==> src/rtl/gp_cmd_fetch.sv <==
// GP command-list fetch front end: prefetches list words into a small FIFO and forwards them with the frame base.
// Optional stall counter on perf_stall is built when GP_FETCH_PERF_EN is defined.
module gp_cmd_fetch #(
  parameter int DEPTH     = 4,
  parameter int MAX_WORDS = 4096
) (
  input  logic        clk,
  input  logic        rst,
  input  logic [31:0] gp_code,
  input  logic [31:0] gp_frame,
  input  logic        gp_valid,
  output logic        mem_req_valid,
  input  logic        mem_req_ready,
  output logic [31:0] mem_req_addr,
  input  logic        mem_resp_valid,
  input  logic [31:0] mem_resp_data,
  output logic        cmd_valid,
  input  logic        cmd_ready,
  output logic [31:0] cmd_data,
  output logic [31:0] cmd_frame,
  output logic        busy,
  output logic        done,
  output logic        err,
  output logic [31:0] perf_stall
);
  localparam int AW = $clog2(DEPTH);
  localparam int CW = $clog2(MAX_WORDS + 1);
  localparam logic [CW-1:0]  CNT_MAX  = CW'(MAX_WORDS);
  localparam logic [CW-1:0]  CNT_ONE  = CW'(1);
  localparam logic [AW:0]    OCC_ZERO = (AW+1)'(0);
  localparam logic [AW:0]    OCC_ONE  = (AW+1)'(1);
  localparam logic [AW-1:0]  PTR_ONE  = AW'(1);
  localparam logic [AW+1:0]  CREDITS  = (AW+2)'(DEPTH);

  typedef enum logic [1:0] {
    S_IDLE  = 2'd0,
    S_FETCH = 2'd1,
    S_DRAIN = 2'd2,
    S_DONE  = 2'd3
  } state_t;

  state_t        r_state;
  logic [31:0]   r_addr;
  logic [31:0]   r_frame;
  logic [31:0]   r_pend_code;
  logic [31:0]   r_pend_frame;
  logic          r_pend_valid;
  logic          r_stop_seen;
  logic          r_err_flag;
  logic          r_busy;
  logic          r_done;
  logic          r_err;
  logic [CW-1:0] r_cnt;
  logic [AW:0]   r_occ;
  logic [AW:0]   r_out;
  logic [AW-1:0] r_wptr;
  logic [AW-1:0] r_rptr;
  logic [31:0]   r_fifo [DEPTH];

  logic [AW+1:0] w_inflight;
  logic          w_req_valid;
  logic          w_req_fire;
  logic          w_resp_take;
  logic          w_is_stop;
  logic          w_push;
  logic          w_stop_rx;
  logic          w_pop;
  logic          w_cnt_hit;
  logic          w_start;
  logic [31:0]   w_start_addr;
  logic [31:0]   w_start_frame;

  // Credit rule: buffered words plus reads in flight never exceed the FIFO depth.
  assign w_inflight   = {1'b0, r_occ} + {1'b0, r_out};
  assign w_req_valid  = (r_state == S_FETCH) && (w_inflight < CREDITS);
  assign w_req_fire   = w_req_valid && mem_req_ready;
  // A response with nothing outstanding is a leftover from before a reset.
  assign w_resp_take  = mem_resp_valid && (r_out != OCC_ZERO);
  assign w_is_stop    = (mem_resp_data[31:24] == 8'h00);
  assign w_push       = w_resp_take && !r_stop_seen && !w_is_stop;
  assign w_stop_rx    = w_resp_take && !r_stop_seen && w_is_stop;
  assign w_pop        = cmd_valid && cmd_ready;
  assign w_cnt_hit    = (r_cnt == (CNT_MAX - CNT_ONE));
  assign w_start      = ((r_state == S_IDLE) && gp_valid) ||
                        ((r_state == S_DONE) && (gp_valid || r_pend_valid));
  assign w_start_addr  = (gp_valid ? gp_code : r_pend_code) & 32'hFFFF_FFFC;
  assign w_start_frame = gp_valid ? gp_frame : r_pend_frame;

  assign mem_req_valid = w_req_valid;
  assign mem_req_addr  = r_addr;
  assign cmd_valid     = (r_occ != OCC_ZERO);
  assign cmd_data      = r_fifo[r_rptr];
  assign cmd_frame     = r_frame;
  assign busy          = r_busy;
  assign done          = r_done;
  assign err           = r_err;

  // Prefetch FIFO storage, occupancy and outstanding-read count.
  always_ff @(posedge clk or negedge rst) begin
    if (!rst) begin
      r_occ  <= OCC_ZERO;
      r_out  <= OCC_ZERO;
      r_wptr <= {AW{1'b0}};
      r_rptr <= {AW{1'b0}};
      for (int i = 0; i < DEPTH; i++) begin
        r_fifo[i] <= 32'h0;
      end
    end else begin
      if (w_push) begin
        r_fifo[r_wptr] <= mem_resp_data;
        r_wptr         <= r_wptr + PTR_ONE;
      end
      if (w_pop) begin
        r_rptr <= r_rptr + PTR_ONE;
      end
      if (w_push && !w_pop) begin
        r_occ <= r_occ + OCC_ONE;
      end else if (!w_push && w_pop) begin
        r_occ <= r_occ - OCC_ONE;
      end
      if (w_req_fire && !w_resp_take) begin
        r_out <= r_out + OCC_ONE;
      end else if (!w_req_fire && w_resp_take) begin
        r_out <= r_out - OCC_ONE;
      end
    end
  end

  // Control FSM with registered status pulses and the single pending-kick slot.
  always_ff @(posedge clk or negedge rst) begin
    if (!rst) begin
      r_state      <= S_IDLE;
      r_addr       <= 32'h0;
      r_frame      <= 32'h0;
      r_pend_code  <= 32'h0;
      r_pend_frame <= 32'h0;
      r_pend_valid <= 1'b0;
      r_stop_seen  <= 1'b0;
      r_err_flag   <= 1'b0;
      r_busy       <= 1'b0;
      r_done       <= 1'b0;
      r_err        <= 1'b0;
      r_cnt        <= {CW{1'b0}};
    end else begin
      r_done <= 1'b0;
      r_err  <= 1'b0;
      if (gp_valid && (r_state != S_IDLE)) begin
        r_pend_valid <= 1'b1;
        r_pend_code  <= gp_code;
        r_pend_frame <= gp_frame;
      end
      // A STOP within the limit means the list ended cleanly, even if the limit was hit meanwhile.
      if (w_stop_rx) begin
        r_stop_seen <= 1'b1;
        r_err_flag  <= 1'b0;
      end
      case (r_state)
        S_IDLE, S_DONE: begin
          if (w_start) begin
            r_state      <= S_FETCH;
            r_addr       <= w_start_addr;
            r_frame      <= w_start_frame;
            r_cnt        <= {CW{1'b0}};
            r_stop_seen  <= 1'b0;
            r_err_flag   <= 1'b0;
            r_busy       <= 1'b1;
            r_pend_valid <= 1'b0;
          end else begin
            r_state <= S_IDLE;
          end
        end
        S_FETCH: begin
          if (w_req_fire) begin
            r_addr <= r_addr + 32'd4;
            r_cnt  <= r_cnt + CNT_ONE;
          end
          if (w_stop_rx) begin
            r_state <= S_DRAIN;
          end else if (w_req_fire && w_cnt_hit) begin
            r_state    <= S_DRAIN;
            r_err_flag <= 1'b1;
          end else begin
            r_state <= S_FETCH;
          end
        end
        S_DRAIN: begin
          if ((r_occ == OCC_ZERO) && (r_out == OCC_ZERO)) begin
            r_state <= S_DONE;
            r_busy  <= 1'b0;
            r_done  <= !r_err_flag;
            r_err   <= r_err_flag;
          end else begin
            r_state <= S_DRAIN;
          end
        end
        default: begin
          r_state <= S_IDLE;
        end
      endcase
    end
  end

`ifdef GP_FETCH_PERF_EN
  logic [31:0] r_perf;

  // Saturating count of cycles where the engine holds off a valid command word.
  always_ff @(posedge clk or negedge rst) begin
    if (!rst) begin
      r_perf <= 32'h0;
    end else if (w_start) begin
      r_perf <= 32'h0;
    end else if (cmd_valid && !cmd_ready && (r_perf != 32'hFFFF_FFFF)) begin
      r_perf <= r_perf + 32'd1;
    end else begin
      r_perf <= r_perf;
    end
  end

  assign perf_stall = r_perf;
`else
  assign perf_stall = 32'h0;
`endif

endmodule

==> config.mk <==
export PLATFORM = sky130hd
export DESIGN_NAME = gp_cmd_fetch
export DESIGN_NICKNAME = d
export VERILOG_FILES = /design/src/rtl/gp_cmd_fetch.sv
export SDC_FILE = /design/constraint.sdc
export NUM_CORES = 1
export LEC_CHECK = 0
export CAP_MARGIN = 20
export CELL_PAD_IN_SITES_DETAIL_PLACEMENT = 1
export CELL_PAD_IN_SITES_GLOBAL_PLACEMENT = 2
export CORE_ASPECT_RATIO = 0.8
export CORE_MARGIN = 4
export CORE_UTILIZATION = 33
export DETAILED_ROUTE_END_ITERATION = 8
export GPL_ROUTABILITY_DRIVEN = 0
export HOLD_SLACK_MARGIN = 0.06
export PLACE_DENSITY_LB_ADDON = 0.1
export SYNTH_ARGS = -nofsm -noshare
export SYNTH_HDL_FRONTEND = slang
export SYNTH_SLANG_ARGS = --single-unit
==> constraint.sdc <==
create_clock -name clk -period 2.14 [get_ports clk]
set_clock_uncertainty 0.05 [all_clocks]
set_input_delay 0.214 -clock clk [delete_from_list [all_inputs] [get_ports clk]]
set_output_delay 0.214 -clock clk [all_outputs]
set_load 0.05 [all_outputs]
== Word-level counts from Yosys, hierarchy flattened ==
Index checks and enable logic that the tools add are counted.

* Add/sub/neg operators: 9
* Multipliers: 0
* Div/mod/pow operators: 0
* Magnitude comparators: 4
* Equal/unequal tests: 7
* Shift-type cells: 0
* Multiplexer cells: 41
* Bitwise gates (word level): 2
* Reduce and logical (&&, ||, !) cells: 41

{| class="wikitable"
|+ Operators by type and width
! cell !! number
|-
| two-way mux 32 bit || 7
|-
| bitwise mux 128 bit || 1
|-
| binary-select mux 32 bit (select 2 bit) || 1
|-
| demux 32 bit (select 2 bit) || 1
|-
| case mux 32 bit (2 select lines) || 1
|-
| adder 32 x 3 -> 32 bit, second input constant || 1
|-
| two-way mux 13 bit || 2
|-
| case mux 13 bit (2 select lines) || 1
|-
| two-way mux 1 bit || 18
|-
| logical AND 1 bit || 17
|-
| adder 13 x 1 -> 13 bit, second input constant || 1
|-
| == test 13 x 12 -> 1 bit, second input constant || 1
|-
| two-way mux 3 bit || 4
|-
| nonzero test 2 bit || 5
|-
| zero test 8 bit || 1
|-
| zero test 1 bit || 7
|-
| adder 3 x 1 -> 3 bit, second input constant || 2
|-
| greater-or-equal comparator 3 bit, second input constant || 2
|-
| zero test 3 bit || 2
|-
| inequality test 2 bit, second input constant || 3
|-
| NOT 2 -> 3 bit || 2
|-
| case mux 2 bit (3 select lines) || 1
|-
| AND reduction 3 bit || 2
|-
| nonzero test 3 bit || 2
|-
| 13 further kinds || 19
|}

* Bits in registers: 287
* Latch bits: 0
* Memory bits (writable): 0
* ROM bits: 0
* Bits of input ports: 102
* Output and inout port bits: 133
* Logic and storage cells: 124
* Memories kept: 0

== Longest topological paths before layout ==
* Word-level depth: 8
* Gate-level depth with buffers: 12
* Mapped depth without buffers: 11

== Worst setup path after synthesis ==
No wires, ideal clock.

* Path type: reg-to-reg
* Start point: register r_state[1]
* End point: register r_out[2]
* Library setup time: 0.079 ns
* Arrival: 2.555 ns
* Data required time: 2.011 ns
* Path slack: -0.544 ns
* Stages on the path, launching flop included: 13
* Buffers on the path: 1
* Clock period less this slack: 2.684 ns
* Cell sequence: dfrtp_1 -> inv_1 -> ha_1 -> clkbuf_1 -> and3_1 -> nand2_1 -> inv_1 -> ha_1 -> inv_1 -> fa_1 -> xor2_1 -> nor2_1 -> xor2_1

* Word-level cells in the longest chain between the ends: 6
* Elaborated cells on any way between the ends: 8
* Those cells by class: 1 x eq/ne; 1 x mux; 6 x reduce/logical

{| class="wikitable"
|+ Ends and longest elaborated chain
! item !! line !! source
|-
| from (decl) || 42 || <nowiki>state_t r_state;</nowiki>
|-
| from (signal assigned) || 132 || <nowiki>r_state <= S_IDLE;</nowiki>
|-
| from (signal assigned) || 160 || <nowiki>r_state <= S_FETCH;</nowiki>
|-
| from (signal assigned) || 169 || <nowiki>r_state <= S_IDLE;</nowiki>
|-
| == test 2 x 1 -> 1 bit * || 75 || <nowiki>assign w_req_valid = (r_state == S_FETCH) && (w_inflight < CREDITS);</nowiki>
|-
| logical AND 1 bit * || 75 ||
|-
| net mem_req_valid || 12 || <nowiki>output logic mem_req_valid,</nowiki>
|-
| logical AND 1 bit * || 76 || <nowiki>assign w_req_fire = w_req_valid && mem_req_ready;</nowiki>
|-
| zero test 1 bit || 123 || <nowiki>end else if (!w_req_fire && w_resp_take) begin</nowiki>
|-
| logical AND 1 bit || 123 ||
|-
| nonzero test 2 bit (no source line) || -- ||
|-
| to (signal assigned) || 122 || <nowiki>r_out <= r_out + OCC_ONE;</nowiki>
|-
| to (signal assigned) || 124 || <nowiki>r_out <= r_out - OCC_ONE;</nowiki>
|-
| to (decl) || 55 || <nowiki>logic [AW:0] r_out;</nowiki>
|}

The timed path passes the listed nets; every way through them passes the cells marked *.
A chain may end at the register's enable or synchronous reset.

== Final worst setup path ==
* Start point: register r_out[2]
* End point: register r_out[2]

* Word-level cells in the longest chain between the ends: 7
* Elaborated cells on any way between the ends: 15
* Those cells by class: 3 x add/sub; 1 x order compare; 2 x mux; 9 x reduce/logical

{| class="wikitable"
|+ Ends and longest elaborated chain
! item !! line !! source
|-
| adder 3 x 3 -> 4 bit || 74 || <nowiki>assign w_inflight = {1'b0, r_occ} + {1'b0, r_out};</nowiki>
|-
| less-than comparator 4 x 3 -> 1 bit || 75 ||
|-
| logical AND 1 bit || 75 ||
|-
| logical AND 1 bit || 76 ||
|-
| zero test 1 bit || 123 ||
|-
| logical AND 1 bit || 123 ||
|-
| nonzero test 2 bit (no source line) || -- ||
|}

Several ways; a longest one is shown, not always the timed one. The select of a mux whose other input is x is not followed.

==> results_dict.tcl <==
set metrics [dict create \
    critPathMaxStageDelay_ns 0.42 \
    power_per_cell_area_nw_per_um2 1814 \
    die_width_um 236.6 \
    power.leakage_nw 7.991 \
    avgViaCountPerCell 4.896 \
    mappedNetlistArea_um2 13800 \
    synth-compound-area-share_pct 6.755 \
    synth_async_sr_flop_share_pct 100.0 \
    multi_input_area_um2 6346 \
    dr.pass1.iters 4 \
    fill_cells 4225 \
    utilization_pct 45.41 \
    achievable-frequency_mhz 442.5 \
    grt_overflow 0 \
    grt_antenna_before_repair 1 \
    dr_total_vias 9302 \
    clock_latency_at_the_later_pin_of_the_worst_skew_pair_ns 0.53 \
    synthAdderAreaFrac_pct 1.560 \
    drt_drc_violations_left 0 \
    synthesized_area_divided_by_synthesized_cell_count_um2 13.17 \
    grt_pass1_vias 10180 \
    ys_types 55 \
    clock_sinks 283 \
    critPathKind "reg -> reg" \
    failed_checks "setup timing" \
    required_time_of_the_worst_setup_path_ns 2.55 \
    total_power_w 0.03374 \
    worst_hold_path_type "in -> async" \
    grt_max_degree 67 \
    yosys.area_share.simple_pct 6.782 \
    worst-r2r-cell-count 11 \
    finalSetupViolCount 40 \
    final_antenna_net_count 0 \
    timing.critical_path.slowest_stage_cell "sky130_fd_sc_hd__dfrtp_1" \
    crit_end "r_out[2]" \
    top_level_ports 235 \
    dp.final_hpwl_mm 25.51 \
    post_synthesis_cells 1048 \
    global_route_wire_length_before_repair_mm 59.75 \
    post_route_cells_drive_above_1_share_pct 36.06 \
    worstPathCellList "ha_4, nor3_4, and3_4, nand2_4, inv_6, ha_4, inv_2, fa_2, xor2_1, nor2_1, xor2_1" \
    r2r-end "r_out[2]" \
    layout-area-overhead-vs-synth_pct 34.79 \
    postPlaceCellArea_um2 16980 \
    ys_seq_area_share_pct 51.32 \
    clk_path_buf_depth 3 \
    muxShareOfSynthArea_pct 27.67 \
    dieArea_um2 45170 \
    synth_xor_xnor_area_share_pct 0.9520 \
    report.final.hold_viol_count 0 \
    yosys_warnings 0 \
    initial_utilization_pct 33.69 \
    tightest_slew_ns 0.6286 \
    number_of_antenna_diodes 0 \
    tritoncts "done" \
    postLayoutCellArea_um2 18600 \
    synth_seq_cells 283 \
    max_cap_violations 0 \
    drt_iter0_drcs 313 \
    core.rowCount 66 \
    tritoncts.num_buffers 34 \
    ratio_of_final_minimum_period_to_clock_period_pct 105.6 \
    track_usage_pct 16.46 \
    max-vdd-ir-drop_mv 1.211 \
    combinational_family_with_the_most_area_after_synthesis "multiplexers" \
    rsz0062_at_grt "true" \
    buffer_ports.inserted 198 \
    clock_slew_at_the_register_clock_pins_of_the_worst_setup_and_hold_paths_ns 0.06 \
    drv_slew 0 \
    rr_startpoint "r_out[2]" \
    synth_flop_cell "sky130_fd_sc_hd__dfrtp_1" \
    design.core.area_um2 40960 \
    synth_edf_count 0 \
    final_nets 1449 \
    avgRoutedWirePerCell_um 19.96 \
    whs_ns 0.1345 \
    setup_tns_ns -1.706 \
    crit_fanout 2 \
    period_minus_slack_ns 2.260 \
    critPathCaptureType "flop" \
    total_wire_length_after_detailed_routing_mm 37.92 \
    cts.htree.levels 2 \
    arrival_ns 2.66 \
    critical_path.startpoint "r_out[2]" \
    run_status "finished, violations left" \
    die_height_um 190.9 \
    worst_slack_ns -0.1196 \
    maxSlewHeadroom_pct 57.96 \
    regArea_um2 7088 \
    worst-r2r-setup-slack_ns -0.12 \
    cts_root_buf "sky130_fd_sc_hd__clkbuf_16" \
    crit_start_category "flop" \
]
synthesized netlist by cell type, drive strengths merged, types with 2 or more instances:
cell | number | share of area (%)
clkbuf | 30 | 0.82
a311oi | 6 | 0.38
inv | 15 | 0.41
nand2b | 2 | 0.091
or3 | 6 | 0.27
nand4b | 2 | 0.13
or4 | 5 | 0.33
mux2i | 41 | 3.0
xnor2 | 6 | 0.38
xor2 | 9 | 0.57
a21oi | 64 | 2.3
a31o | 2 | 0.13
fa | 2 | 0.29
a31oi | 6 | 0.27
nand4 | 12 | 0.54
mux2 | 208 | 19
nor3 | 11 | 0.44
o22a | 5 | 0.32
and2 | 8 | 0.40
nor4 | 3 | 0.14
nand3 | 17 | 0.62
o21ai | 21 | 0.76
nor2 | 61 | 1.7
and3 | 7 | 0.32
nor2b | 7 | 0.32
nand2 | 40 | 1.1
and4 | 5 | 0.32
buf | 67 | 3.7
o41ai | 2 | 0.13
ha | 14 | 1.3
dfrtp | 283 | 51
a2bb2oi | 5 | 0.32
o22ai | 16 | 0.73
mux4 | 32 | 5.2
o31ai | 3 | 0.16
a211oi | 15 | 0.82
worst min path at each step:
stage / depth (start not counted) / endpoint / slack (ns)
3_5_place_dp: 1 / r_pend_code[11] / 0.11
3_3_place_gp: 1 / r_pend_code[10] / 0.10
2_1_floorplan: 0 / busy / -0.13
5_1_grt: 2 / mem_req_addr[16] / 0.16
6_report: 2 / r_pend_code[11] / 0.13
4_1_cts: 2 / r_pend_code[11] / 0.14
flip-flops by register name (all words and copies together) (netlist names), 3 cells and up:
signal and flops:
cmd_frame 32, mem_req_addr 30, r_cnt 13, r_fifo 128, r_occ 3, r_out 3, r_pend_code 30, r_pend_frame 32
routing by layer:
| layer | up-vias | GRT usage, % | routed length, um |
|---|---|---|---|
| met1 | 4782 | 24.10 | 18740 |
| met2 | 158 | 25.39 | 16990 |
| met5 | - | 0 | 13 |
| met4 | 2 | 3.681 | 626 |
| met3 | 45 | 3.303 | 1547 |
| li1 | 4315 | - | - |
report_power, final:
group	internal, W	switching [W]
Sequential	0.00797	0.00165
Combinational	0.00848	0.00966
Clock	0.00362	0.00235
Total	0.0201	0.0137
worst max-delay path, delay by kind of cell (launching register included):
kind	cells	cell delay (ns)
buf+inv	2	0.10
flops	1	0.42
fa+ha+maj	3	0.72
xor+xnor	2	0.31
simple gates	4	0.59
stage by stage:
| step | instances | setup slack (ns) |
|---|---|---|
| floorplan | 1081 | -0.1962 |
| global placement | 1827 | -0.4568 |
| detailed placement | 1827 | -0.4797 |
| CTS | 1890 | -0.1038 |
| global route | 1900 | -0.2338 |
| finish | 1900 | -0.1196 |
logic make-up (layout without fill, tap and decap cells):
| family | after synthesis | count (layout) |
|---|---|---|
| compound gates | 152 | 152 |
| xor+xnor | 15 | 15 |
| fa+ha+maj | 16 | 16 |
| buf+inv | 113 | 388 |
| flops | 283 | 283 |
| mux | 281 | 281 |
| other cells | 1 | 34 |
| simple gates | 187 | 187 |
timing repair:
item,CTS,global route
hold buffers,1,0
hold endpoints to repair,235,0
buffers inserted,1,7
cloned,0,4
resized for setup,53,29
setup endpoints to repair,71,67
pin swaps,5,5
layout make-up:
class                   count  area share, %
clock buffers              49          5.361
clock inverters            12         0.8274
inverters                  16         0.3498
multi-input cells         685          34.12
flip-flops and latches    283          38.11
well taps                 544          3.659
repair buffers            311          17.58
layout by cell type, fill, tap and decap left out, drive strengths merged, types with 5 or more instances in the layout:
cell,synthesis,final
o22ai,16,16
mux4,32,32
mux2,208,208
clkbuf,30,53
o21ai,21,21
or4,5,5
nand4,12,12
dlygate4sd2,0,7
nor2,61,61
inv,15,17
ha,14,14
mux2i,41,41
buf,67,144
nand2,40,40
a21oi,64,64
nor3,11,11
and2,8,8
nand3,17,17
and4,5,5
dlymetal6s2s,0,9
a211oi,15,15
o22a,5,5
xor2,9,9
a311oi,6,6
xnor2,6,6
nor2b,7,7
clkinv,1,8
dfrtp,283,283
a31oi,6,6
conb,1,34
and3,7,7
a2bb2oi,5,5
or3,6,6
clkdlybuf4s50,0,146
(Power assumes the default switching activity.)
